## src/rtl/store_pkg.sv

```systemverilog
// Purpose: shared constants and payload types for the store buffer unit.
//   OP_SB/OP_SH/OP_SW : MIPS store opcodes
//   byte_en_t         : per-lane write enables, bit i covers bits [8i+7:8i]
//   store_entry_t     : one queued store {addr, data, byte_en}
package store_pkg;

  localparam logic [5:0] OP_SB = 6'b101000;
  localparam logic [5:0] OP_SH = 6'b101001;
  localparam logic [5:0] OP_SW = 6'b101011;

  localparam int unsigned ADDR_MAX_W = 32;
  localparam int unsigned DATA_W     = 32;

  typedef logic [3:0] byte_en_t;

  // addr holds the truncated effective address, zero-extended to ADDR_MAX_W
  typedef struct packed {
    logic [ADDR_MAX_W-1:0] addr;
    logic [DATA_W-1:0]     data;
    byte_en_t              byte_en;
  } store_entry_t;

  localparam int unsigned ENTRY_W = $bits(store_entry_t);

endpackage

```

## src/rtl/store_buffer_unit_if.sv

```systemverilog
// Purpose: issue + memory-drain bus of the store buffer unit.
//   master : upstream stage / memory side (drives issue beat and mem_ready)
//   slave  : store_buffer_unit
interface store_buffer_unit_if
  import store_pkg::*;
#(
  parameter int unsigned DEPTH  = 4,
  parameter int unsigned ADDR_W = 32
);
  localparam int unsigned CNT_W = $clog2(DEPTH) + 1;

  logic [31:0]       instruction;
  logic [31:0]       Read_data1;
  logic [31:0]       Read_data2;
  logic              issue_valid;
  logic              issue_ready;
  logic [ADDR_W-1:0] ALU_result;
  logic [31:0]       Write_data;
  byte_en_t          byte_en;
  logic              MemWrite;
  logic              mem_ready;
  logic [CNT_W-1:0]  count;
  logic              store_err;

  modport master (
    output instruction, Read_data1, Read_data2, issue_valid, mem_ready,
    input  issue_ready, ALU_result, Write_data, byte_en, MemWrite, count,
           store_err
  );

  modport slave (
    input  instruction, Read_data1, Read_data2, issue_valid, mem_ready,
    output issue_ready, ALU_result, Write_data, byte_en, MemWrite, count,
           store_err
  );

endinterface

```

## src/rtl/store_fifo.sv

```systemverilog
// Purpose: in-order DEPTH-entry queue of W-bit entries.
//   i_push/i_din : enqueue (ignored when full)
//   i_pop        : dequeue head (ignored when empty)
//   o_dout       : head entry; holds the last popped entry while empty
//   o_full/o_empty/o_count : occupancy
module store_fifo #(
  parameter int unsigned DEPTH = 4,
  parameter int unsigned W     = 8
) (
  input  logic                     clk,
  input  logic                     rst,
  input  logic                     i_push,
  input  logic                     i_pop,
  input  logic [W-1:0]             i_din,
  output logic [W-1:0]             o_dout,
  output logic                     o_full,
  output logic                     o_empty,
  output logic [$clog2(DEPTH):0]   o_count
);

  localparam int unsigned PTR_W = $clog2(DEPTH);
  localparam int unsigned CNT_W = PTR_W + 1;

  logic [W-1:0]     r_mem [DEPTH];
  logic [PTR_W-1:0] r_wr_ptr;
  logic [PTR_W-1:0] r_rd_ptr;
  logic [CNT_W-1:0] r_count;
  logic [W-1:0]     r_last;
  logic             w_push;
  logic             w_pop;

  assign o_empty = (r_count == '0);
  assign o_full  = (r_count == CNT_W'(DEPTH));
  assign w_push  = i_push && !o_full;
  assign w_pop   = i_pop && !o_empty;

  // Storage, pointers (wrap naturally, DEPTH is a power of two) and occupancy
  always_ff @(posedge clk or posedge rst) begin
    if (rst) begin
      for (int i = 0; i < int'(DEPTH); i++) r_mem[i] <= '0;
      r_wr_ptr <= '0;
      r_rd_ptr <= '0;
      r_count  <= '0;
      r_last   <= '0;
    end else begin
      if (w_push) begin
        r_mem[r_wr_ptr] <= i_din;
        r_wr_ptr        <= r_wr_ptr + PTR_W'(1);
      end
      if (w_pop) begin
        r_rd_ptr <= r_rd_ptr + PTR_W'(1);
        r_last   <= r_mem[r_rd_ptr];
      end
      r_count <= r_count + CNT_W'(w_push) - CNT_W'(w_pop);
    end
  end

  // Empty queue keeps presenting the last drained entry
  assign o_dout  = o_empty ? r_last : r_mem[r_rd_ptr];
  assign o_count = r_count;

endmodule

```

## src/rtl/store_buffer_unit.sv

```systemverilog
// Purpose: decode MIPS sb/sh/sw, form base+offset address, align data onto
// byte lanes and queue stores for in-order drain to data memory.
//   clk, reset : clock, async active-high reset
//   bus        : issue beat (instruction, operands, issue_valid/ready),
//                head request (ALU_result, Write_data, byte_en, MemWrite,
//                mem_ready), count and store_err pulse
module store_buffer_unit
  import store_pkg::*;
#(
  parameter int unsigned DEPTH  = 4,
  parameter int unsigned ADDR_W = 32
) (
  input  logic                clk,
  input  logic                reset,
  store_buffer_unit_if.slave  bus
);

  localparam int unsigned CNT_W = $clog2(DEPTH) + 1;

  logic [5:0]        w_opcode;
  logic [15:0]       w_imm;
  logic [31:0]       w_addr32;
  logic [ADDR_W-1:0] w_addr;
  logic              w_lane_ok;
  byte_en_t          w_be;
  logic [31:0]       w_data;
  logic              w_take;
  logic              w_push;
  logic              w_pop;
  logic              w_full;
  logic              w_empty;
  logic [CNT_W-1:0]  w_count;
  store_entry_t      w_entry;
  store_entry_t      w_head;
  logic              r_active;
  logic              r_err;
  logic              w_unused_bits;

  assign w_opcode = bus.instruction[31:26];
  assign w_imm    = bus.instruction[15:0];
  assign w_addr32 = bus.Read_data1 + {{16{w_imm[15]}}, w_imm};
  assign w_addr   = w_addr32[ADDR_W-1:0];

  // Opcode/alignment check and little-endian lane placement
  always_comb begin
    w_lane_ok = 1'b0;
    w_be      = '0;
    w_data    = '0;
    case (w_opcode)
      OP_SB: begin
        w_lane_ok = 1'b1;
        w_be      = byte_en_t'(4'b0001 << w_addr32[1:0]);
        w_data    = {24'h0, bus.Read_data2[7:0]} << {w_addr32[1:0], 3'b000};
      end
      OP_SH: begin
        w_lane_ok = !w_addr32[0];
        w_be      = w_addr32[1] ? 4'b1100 : 4'b0011;
        w_data    = w_addr32[1] ? {bus.Read_data2[15:0], 16'h0}
                                : {16'h0, bus.Read_data2[15:0]};
      end
      OP_SW: begin
        w_lane_ok = (w_addr32[1:0] == 2'b00);
        w_be      = 4'b1111;
        w_data    = bus.Read_data2;
      end
      default: ;
    endcase
  end

  assign w_take  = bus.issue_valid && bus.issue_ready;
  assign w_push  = w_take && w_lane_ok;
  assign w_pop   = !w_empty && bus.mem_ready;
  assign w_entry = '{addr: ADDR_MAX_W'(w_addr), data: w_data, byte_en: w_be};

  store_fifo #(
    .DEPTH (DEPTH),
    .W     (ENTRY_W)
  ) u_fifo (
    .clk     (clk),
    .rst     (reset),
    .i_push  (w_push),
    .i_pop   (w_pop),
    .i_din   (w_entry),
    .o_dout  (w_head),
    .o_full  (w_full),
    .o_empty (w_empty),
    .o_count (w_count)
  );

  // r_active keeps issue_ready low until the first edge after reset
  always_ff @(posedge clk or posedge reset) begin
    if (reset) begin
      r_active <= 1'b0;
      r_err    <= 1'b0;
    end else begin
      r_active <= 1'b1;
      r_err    <= w_take && !w_lane_ok;
    end
  end

  assign bus.issue_ready = r_active && !w_full;
  assign bus.ALU_result  = w_head.addr[ADDR_W-1:0];
  assign bus.Write_data  = w_head.data;
  assign bus.byte_en     = w_head.byte_en;
  assign bus.MemWrite    = !w_empty;
  assign bus.count       = w_count;
  assign bus.store_err   = r_err;

  // rs/rt fields and truncated address bits are intentionally ignored
  assign w_unused_bits = ^{bus.instruction[25:16], w_addr32, w_head.addr};

endmodule

```

## src/flat_wrapper.sv

```systemverilog
// flat-port wrapper written by rule: the top's interface ports become plain ports
module store_buffer_unit_flat import store_pkg::*;
#(
  parameter int unsigned DEPTH  = 4,
  parameter int unsigned ADDR_W = 32
)
  (clk, reset, bus_instruction, bus_Read_data1, bus_Read_data2, bus_issue_valid, bus_mem_ready, bus_issue_ready, bus_ALU_result, bus_Write_data, bus_byte_en, bus_MemWrite, bus_count, bus_store_err);
  store_buffer_unit_if #(.DEPTH(DEPTH), .ADDR_W(ADDR_W)) bus_i ();
  input  logic clk;
  input  logic reset;
  input wire logic [$bits(bus_i.instruction)-1:0] bus_instruction;
  input wire logic [$bits(bus_i.Read_data1)-1:0] bus_Read_data1;
  input wire logic [$bits(bus_i.Read_data2)-1:0] bus_Read_data2;
  input wire logic [$bits(bus_i.issue_valid)-1:0] bus_issue_valid;
  input wire logic [$bits(bus_i.mem_ready)-1:0] bus_mem_ready;
  output wire logic [$bits(bus_i.issue_ready)-1:0] bus_issue_ready;
  output wire logic [$bits(bus_i.ALU_result)-1:0] bus_ALU_result;
  output wire logic [$bits(bus_i.Write_data)-1:0] bus_Write_data;
  output wire logic [$bits(bus_i.byte_en)-1:0] bus_byte_en;
  output wire logic [$bits(bus_i.MemWrite)-1:0] bus_MemWrite;
  output wire logic [$bits(bus_i.count)-1:0] bus_count;
  output wire logic [$bits(bus_i.store_err)-1:0] bus_store_err;
  assign bus_i.instruction = bus_instruction;
  assign bus_i.Read_data1 = bus_Read_data1;
  assign bus_i.Read_data2 = bus_Read_data2;
  assign bus_i.issue_valid = bus_issue_valid;
  assign bus_i.mem_ready = bus_mem_ready;
  assign bus_issue_ready = bus_i.issue_ready;
  assign bus_ALU_result = bus_i.ALU_result;
  assign bus_Write_data = bus_i.Write_data;
  assign bus_byte_en = bus_i.byte_en;
  assign bus_MemWrite = bus_i.MemWrite;
  assign bus_count = bus_i.count;
  assign bus_store_err = bus_i.store_err;
  store_buffer_unit #(.DEPTH(DEPTH), .ADDR_W(ADDR_W)) u_core (.clk(clk), .reset(reset), .bus(bus_i));
endmodule
```

## config.mk

```make
export PLATFORM = sky130hd
export DESIGN_NAME = store_buffer_unit_flat
export DESIGN_NICKNAME = d
export VERILOG_FILES = /design/src/rtl/store_pkg.sv /design/src/rtl/store_buffer_unit_if.sv /design/src/rtl/store_fifo.sv /design/src/rtl/store_buffer_unit.sv /design/src/flat_wrapper.sv
export SDC_FILE = /design/constraint.sdc
export NUM_CORES = 1
export LEC_CHECK = 0
export ABC_CLOCK_PERIOD_IN_PS = 15300
export CORE_MARGIN = 4
export CORE_UTILIZATION = 45
export DETAILED_ROUTE_END_ITERATION = 8
export PLACE_DENSITY = 0.65
export RECOVER_POWER = 25
export SKIP_CTS_REPAIR_TIMING = 1
export SYNTH_ARGS = -nofsm -noshare
export SYNTH_HDL_FRONTEND = slang
export SYNTH_SLANG_ARGS = --single-unit
```

## constraint.sdc

```tcl
create_clock -name clk -period 15.3 [get_ports clk]
set_input_delay 4.59 -clock clk [delete_from_list [all_inputs] [get_ports clk]]
set_output_delay 4.59 -clock clk [all_outputs]
set_load 0.02 [all_outputs]
```

==> results of run 1 <==
-- cell type report --
type                       instances  area [um^2]  area share [%]
sequential                       349         8740            42.6
multi-input combinational       1000         8040            39.2
timing repair buffer             175         1720            8.37
clock buffer                      51         1080            5.27
tap                              511          639            3.12
clock inverter                    16          215            1.05
inverter                          23         87.6           0.427
-- cell families after synthesis --
| kind of cell | synth area share [%] |
|---|---|
| adders and majority gates | 2.92 |
| muxes | 23.1 |
| and+or+nand+nor | 7.41 |
| DFF | 50.7 |
| xor gates and xnor gates | 1.63 |
| AOI/OAI and AO/OA | 11.5 |
| other | 0.0218 |
| buffers and inverters | 2.76 |
-- state kept, by name, indices dropped and copies added, names as in the netlist --
name                    flops
u_core.u_fifo.o_count       3
u_core.u_fifo.r_wr_ptr      2
u_core.bus.store_err        1
u_core.r_active             1
u_core.u_fifo.r_last       68
u_core.u_fifo.r_rd_ptr      2
u_core.u_fifo.r_mem       272
-- layer usage --
layer	up-vias	part of all wire, %	GRT usage [%]
met4	0	2.6	5.73
met3	64	5.0	3.42
met5	-	0	0
li1	5497	-	-
met1	5887	44	26.8
met2	288	48	33.1
-- cells in the final DEF (no fill, tap or decap), drive strengths merged, types with 2 or more instances in the layout --
cell	n
a211oi	4
a21o	13
a21oi	46
a221oi	2
a22o	8
a22oi	19
a31oi	3
and3	4
and4	4
buf	11
bufinv	5
clkbuf	52
clkdlybuf4s50	157
clkinv	9
clkinvlp	2
dfrtp	349
dlygate4sd3	6
fa	2
ha	37
inv	23
mux2	216
mux4	68
nand2	234
nand3	7
nand4	7
nor2	36
nor2b	4
nor3	6
nor4	3
o21a	7
o21ai	210
o21bai	5
o311ai	2
o31a	2
o31ai	6
or3	2
xnor2	19
xor2	13
-- metrics by stage --
| step | power (W) | hold slack (ns) | instances | util, % |
|---|---|---|---|---|
| 5_1_grt | 0.00270 | 0.495 | 2125 | 54.5 |
| 6_report | 0.00257 | 0.475 | 2125 | 54.5 |
| 4_1_cts | 0.00261 | 0.478 | 2125 | 54.5 |
| 2_1_floorplan | 0.00146 | 0.445 | 1468 | - |
| 3_5_place_dp | 0.00166 | 0.465 | 2058 | 51.1 |
| 3_3_place_gp | 0.00165 | 0.456 | 2058 | 51.1 |
-- power by group --
part | internal, W | switching [W] | total (W)
clock | 0.000581 | 0.000364 | 0.000945
sequential | 0.000982 | 0.0000763 | 0.00106
combinational | 0.000274 | 0.000298 | 0.000572
-- worst max-delay path, cell delays in order --
cell           delay, ns
dlygate4sd3_1       0.55
clkinvlp_2          2.86
buf_4               1.02
buf_4               0.93
-- how the worst max path moves through the flow --
stage / startpoint / to / cells after the start
after floorplan: reset / u_core.bus.store_err / 1
after global placement: bus_Read_data1[0] / u_core.u_fifo.r_mem[268] / 10
after detailed placement: bus_Read_data1[0] / u_core.u_fifo.r_mem[268] / 10
after CTS: bus_Read_data1[0] / u_core.u_fifo.r_mem[268] / 10
after global routing: reset / u_core.u_fifo.r_mem[222] / 4
final: reset / u_core.u_fifo.r_last[67] / 4
==> results.md, run 1 <==
- TritonCTS Buffers: 38
- Final Net Count: 1726
- Reg-to-reg slack, setup: 9.00 ns
- GPL Wtd Cong: 0.850
- Final setup violation count: 0
- Syn avg cell area: 11.7 um^2
- Core area: 37700 um^2
- Mapped Cells: 1468
- Detail Route Antenna Nets: 0
- Syn nets: 1607
- FF-to-FF Start: u_core.u_fifo.o_count[1]
- DRT iter0 DRCs: 597
- Routed vias: 11700
- Post-Route WL: 40600 um
- Min-Delay Path Depth: 2
- Period utilisation layout: 62.9%
- Post-Place Setup Slack: 6.07 ns
- Gr ovfl total: 0
- Min-Delay Endpoint: u_core.u_fifo.r_mem[250]
- CP Max Fanout: 120
- Synth cell types: 58
- Mapped Area: 17200 um^2
- Fmax: 0.104 GHz
- Cell area after layout: 20500 um^2
- TritonCTS clock tree: done
- Sequential area share after synthesis: 50.7%
- Power Dens Cells: 126 nW/um^2
- Synth top area share: 50.7%
- Port Buf Inserts: 163
- Synth warnings: 0
- Max IR drop VDD: 0.0000567 V
- RSZ-0062 raised after global routing: false
- Final worst path period need: 9.63 ns
- Global-route wire length before repair: 66600 um
- Cell area after placement: 19200 um^2
- Max Cap Violations: 3
- Worst EP arrival: 10.11 ns
- Failing checks: capacitance limit, slew limit
- Async SR Flop Fraction: 100%
- Top cells by area, synth: dfrtp_1 (51%), mux2_2 (14%), mux4_2 (8.9%)
- Leakage: 9.30 nW
- Detailed placement HPWL: 26300 um
- Critical Path RT: 15.78 ns
- Top Ports: 174
- Synth-to-Final Area Change: 19.1%
- Post-synth top area cell: dfrtp_1
- Startpoint type of the worst setup path: input port
- Vias in the first global route: 12300
- Number of vias per cell: 5.52
- Max Slew Vio Count: 195
- Average routed wire per standard cell: 19.1 um
- Setup Total Neg Slack: 0 ns
- H-tree depth: 2
- Die height: 204 um
- Final hold vios: 0
- Post-route setup slack: 5.67 ns
- Ys flop type: dfrtp_1
- Top cells by count, synth: dfrtp_1 (349), nand2_1 (230), mux2_2 (211), o21ai_0 (202), clkbuf_1 (72)
- # DRC: 0
- Share of layout cells above drive strength 1: 23.1%
- Post-Route Skew: 0.0155 ns
- Most frequent cell after synthesis: dfrtp_1
- Status: complete, but fails checks
- Yosys reg bits: 349
- Die X: 204 um
- GR Util All Layers: 19.8%
- Initial core utilization: 45.7%
- Setup CP Type: input port to asynchronous set/reset pin
- Max Buffers Root-to-Sink: 3
- Drt pass-1 iters: 6
- FF-to-FF End: u_core.u_fifo.r_last[62]
- Worst Tran Pin Value: 5.19 ns
- Antenna violations before repair: 0
- Clock Latency Late Sink: 0.52 ns
- Antenna fix cells: 0
- Post-synth EDFFs: 0
- Nature of the critical path endpoint: asynchronous set/reset pin
- Sink Count: 349
- Slew margin rel.: -248%
- Fillers: 3252
- R2r worst-path depth: 5
- Clock transition at path regs: 0.06 ns
- HP Class: register to register
- Die Area: 41500 um^2
- Hold_sp: u_core.u_fifo.r_mem[250]
- Row cnt: 71
- Largest net degree at the start of global routing: 121
- Clk root buf: clkbuf_16
Power figures use the tool's default switching activity.
==> run 2: changes to the inputs <==
--- a/config.mk
+++ b/config.mk
@@ -5,11 +5,11 @@
 export SDC_FILE = /design/constraint.sdc
 export NUM_CORES = 1
 export LEC_CHECK = 0
-export ABC_CLOCK_PERIOD_IN_PS = 15300
+export ABC_CLOCK_PERIOD_IN_PS = 7850
 export CORE_MARGIN = 4
 export CORE_UTILIZATION = 45
 export DETAILED_ROUTE_END_ITERATION = 8
-export PLACE_DENSITY = 0.65
+export PLACE_DENSITY = 0.68
 export RECOVER_POWER = 25
 export SKIP_CTS_REPAIR_TIMING = 1
 export SYNTH_ARGS = -nofsm -noshare
==> constraint.sdc (replaced) <==
create_clock -name clk -period 7.85 [get_ports clk]
set_input_delay 2.355 -clock clk [delete_from_list [all_inputs] [get_ports clk]]
set_output_delay 2.355 -clock clk [all_outputs]
set_load 0.02 [all_outputs]
==> run 2 against run 1 <==
Net effect:
- the flow still finishes with violations (capacitance limit, slew limit)
- sequential share of layout area fell by 0.22 points
- worst hold slack got worse by 0.0028 ns
- cell count rose by 0.38%
- via count fell by 0.22%
- clock skew fell by 0.0065 ns
- routed wire length fell by 2.0%
- combinational power rose by 94%
- sequential cell count did not move
- critical endpoint is now bus_ALU_result[18]
- largest cell class unchanged
==> results.md, run 2 (synthesized netlist as in run 1, its figures left out) <==
- Vias in the first global route: 12200
- Commonest cells after routing, fill and taps aside: dfrtp_1 (347), nand2_1 (230), mux2_2 (211)
- FF-to-FF End: u_core.u_fifo.o_count[2]
- Detailed placement HPWL: 26100 um
- Min-Delay Path Depth: 2
- Row cnt: 71
- FF-to-FF Start: u_core.u_fifo.o_count[1]
- Fillers: 3268
- Cell area after placement: 19300 um^2
- Number of vias per cell: 5.49
- Core area: 37700 um^2
- Clk root buf: clkbuf_16
- Average routed wire per standard cell: 18.7 um
- Max IR drop VDD: 0.000140 V
- FF+latch area: 8740 um^2
- Critical Path RT: 5.50 ns
- Routed vias: 11700
- Placed instance count: 2063
- Period utilisation layout: 73.7%
- Max Slew Vio Count: 204
- Critical Path Source: u_core.u_fifo.r_rd_ptr[0]
- HP Class: register to register
- Sink Count: 349
- Cell area after layout: 20600 um^2
- Die height: 204 um
- Fmax: 0.173 GHz
- Largest net degree at the start of global routing: 181
- H-tree depth: 2
- Slew margin rel.: -63.1%
- Top Ports: 174
- Drt pass-1 iters: 5
- Synth-to-Final Area Change: 19.7%
- GPL Wtd Cong: 0.876
- Initial core utilization: 45.7%
- Share of layout cells above drive strength 1: 23.4%
- Port Buf Inserts: 163
- DRT iter0 DRCs: 644
- Post-Route WL: 39800 um
- TritonCTS Buffers: 39
- CP Max Fanout: 33
- Failing checks: capacitance limit, slew limit
- # DRC: 0
- Min-Delay Endpoint: u_core.u_fifo.r_mem[34]
- Most common library cell in the layout ignoring fill and taps: dfrtp_1
- GR Util All Layers: 19.3%
- RSZ-0062 raised after global routing: false
- Area of the multi-input gates: 8040 um^2
- Status: complete, but fails checks
- Antenna fix cells: 0
- Antenna violations before repair: 0
- Clock Latency Late Sink: 0.51 ns
- Biggest register: u_core.u_fifo.r_mem
- Fin cells: 2133
- Gr ovfl total: 0
- Post-route setup slack: 2.07 ns
- Final hold vios: 0
- Post-Place Setup Slack: 1.79 ns
- Post-Route Skew: 0.00895 ns
- Setup CP Type: register to output pin
- Final Net Count: 1732
- Setup Total Neg Slack: 0 ns
- Max Buffers Root-to-Sink: 3
- Leakage: 9.35 nW
- Final worst path period need: 5.78 ns
- Clock transition at path regs: 0.06 ns
- Detail Route Antenna Nets: 0
- Startpoint type of the worst setup path: register
- Power Dens Cells: 243 nW/um^2
- Worst Tran Pin Value: 2.45 ns
- Worst EP arrival: 3.43 ns
- Final setup violation count: 0
- Max Cap Violations: 2
- R2r worst-path depth: 10
- Die Area: 41500 um^2
- Die X: 204 um
- Hold_sp: u_core.u_fifo.r_mem[34]
- Core Util, Final: 54.8%
- Nature of the critical path endpoint: output pin
- Global-route wire length before repair: 65300 um
- TritonCTS clock tree: done
- Max reg flops: 272
- Reg-to-reg slack, setup: 3.26 ns
[run 2: cell count changes in the layout (fill, tap and decap cells not counted), sizes merged]
cell,delta
dlygate4sd3,-4
clkdlybuf4s50,+4
clkinv,+1
inv,-1
clkinvlp,-1
bufinv,-2
buf,+5
clkbuf,+6
[run 2: worst max-delay path by stage]
stage	endpoint	slack, ns
6_report	bus_ALU_result[18]	2.07
4_1_cts	bus_ALU_result[18]	1.96
3_3_place_gp	u_core.u_fifo.o_count[2]	1.85
3_5_place_dp	u_core.u_fifo.o_count[2]	1.79
2_1_floorplan	u_core.bus.store_err	0.82
5_1_grt	u_core.u_fifo.r_rd_ptr[0]	1.41
[run 2: power breakdown]
part,switching (W),internal (W)
sequential,0.000150,0.00191
combinational,0.000577,0.000538
clock,0.000704,0.00113
[run 2: area by class of cell]
class	instances	share of cell area (%)
Sequential cell	349	42.4
Clock inverter	13	0.698
Inverter	23	0.425
Multi-Input combinational cell	1000	39.0
Clock buffer	57	5.65
Timing Repair Buffer	180	8.77
Tap cell	511	3.10
[run 2: worst max-delay path, stage by stage, from the launching register on]
cell             delay, ns
dfrtp_4               0.91
buf_4                 0.55
mux4_2                0.58
mux2_2                0.32
clkdlybuf4s50_1       0.55
[run 2: layer usage]
| layer | track usage (%) | vias to the layer above | part of all wire [%] |
|---|---|---|---|
| met5 | 0 | - | 0 |
| met4 | 4.14 | 0 | 1.7 |
| met3 | 3.02 | 52 | 4.4 |
| met2 | 32.7 | 258 | 48 |
| met1 | 26.8 | 5874 | 46 |
| li1 | - | 5526 | - |
[run 2: stage by stage]
stage               total power, W  hold slack (ns)
finish                     0.00501            0.473
global route               0.00525            0.494
CTS                        0.00508            0.478
detailed placement         0.00323            0.465
global placement           0.00321            0.456
floorplan                  0.00285            0.445
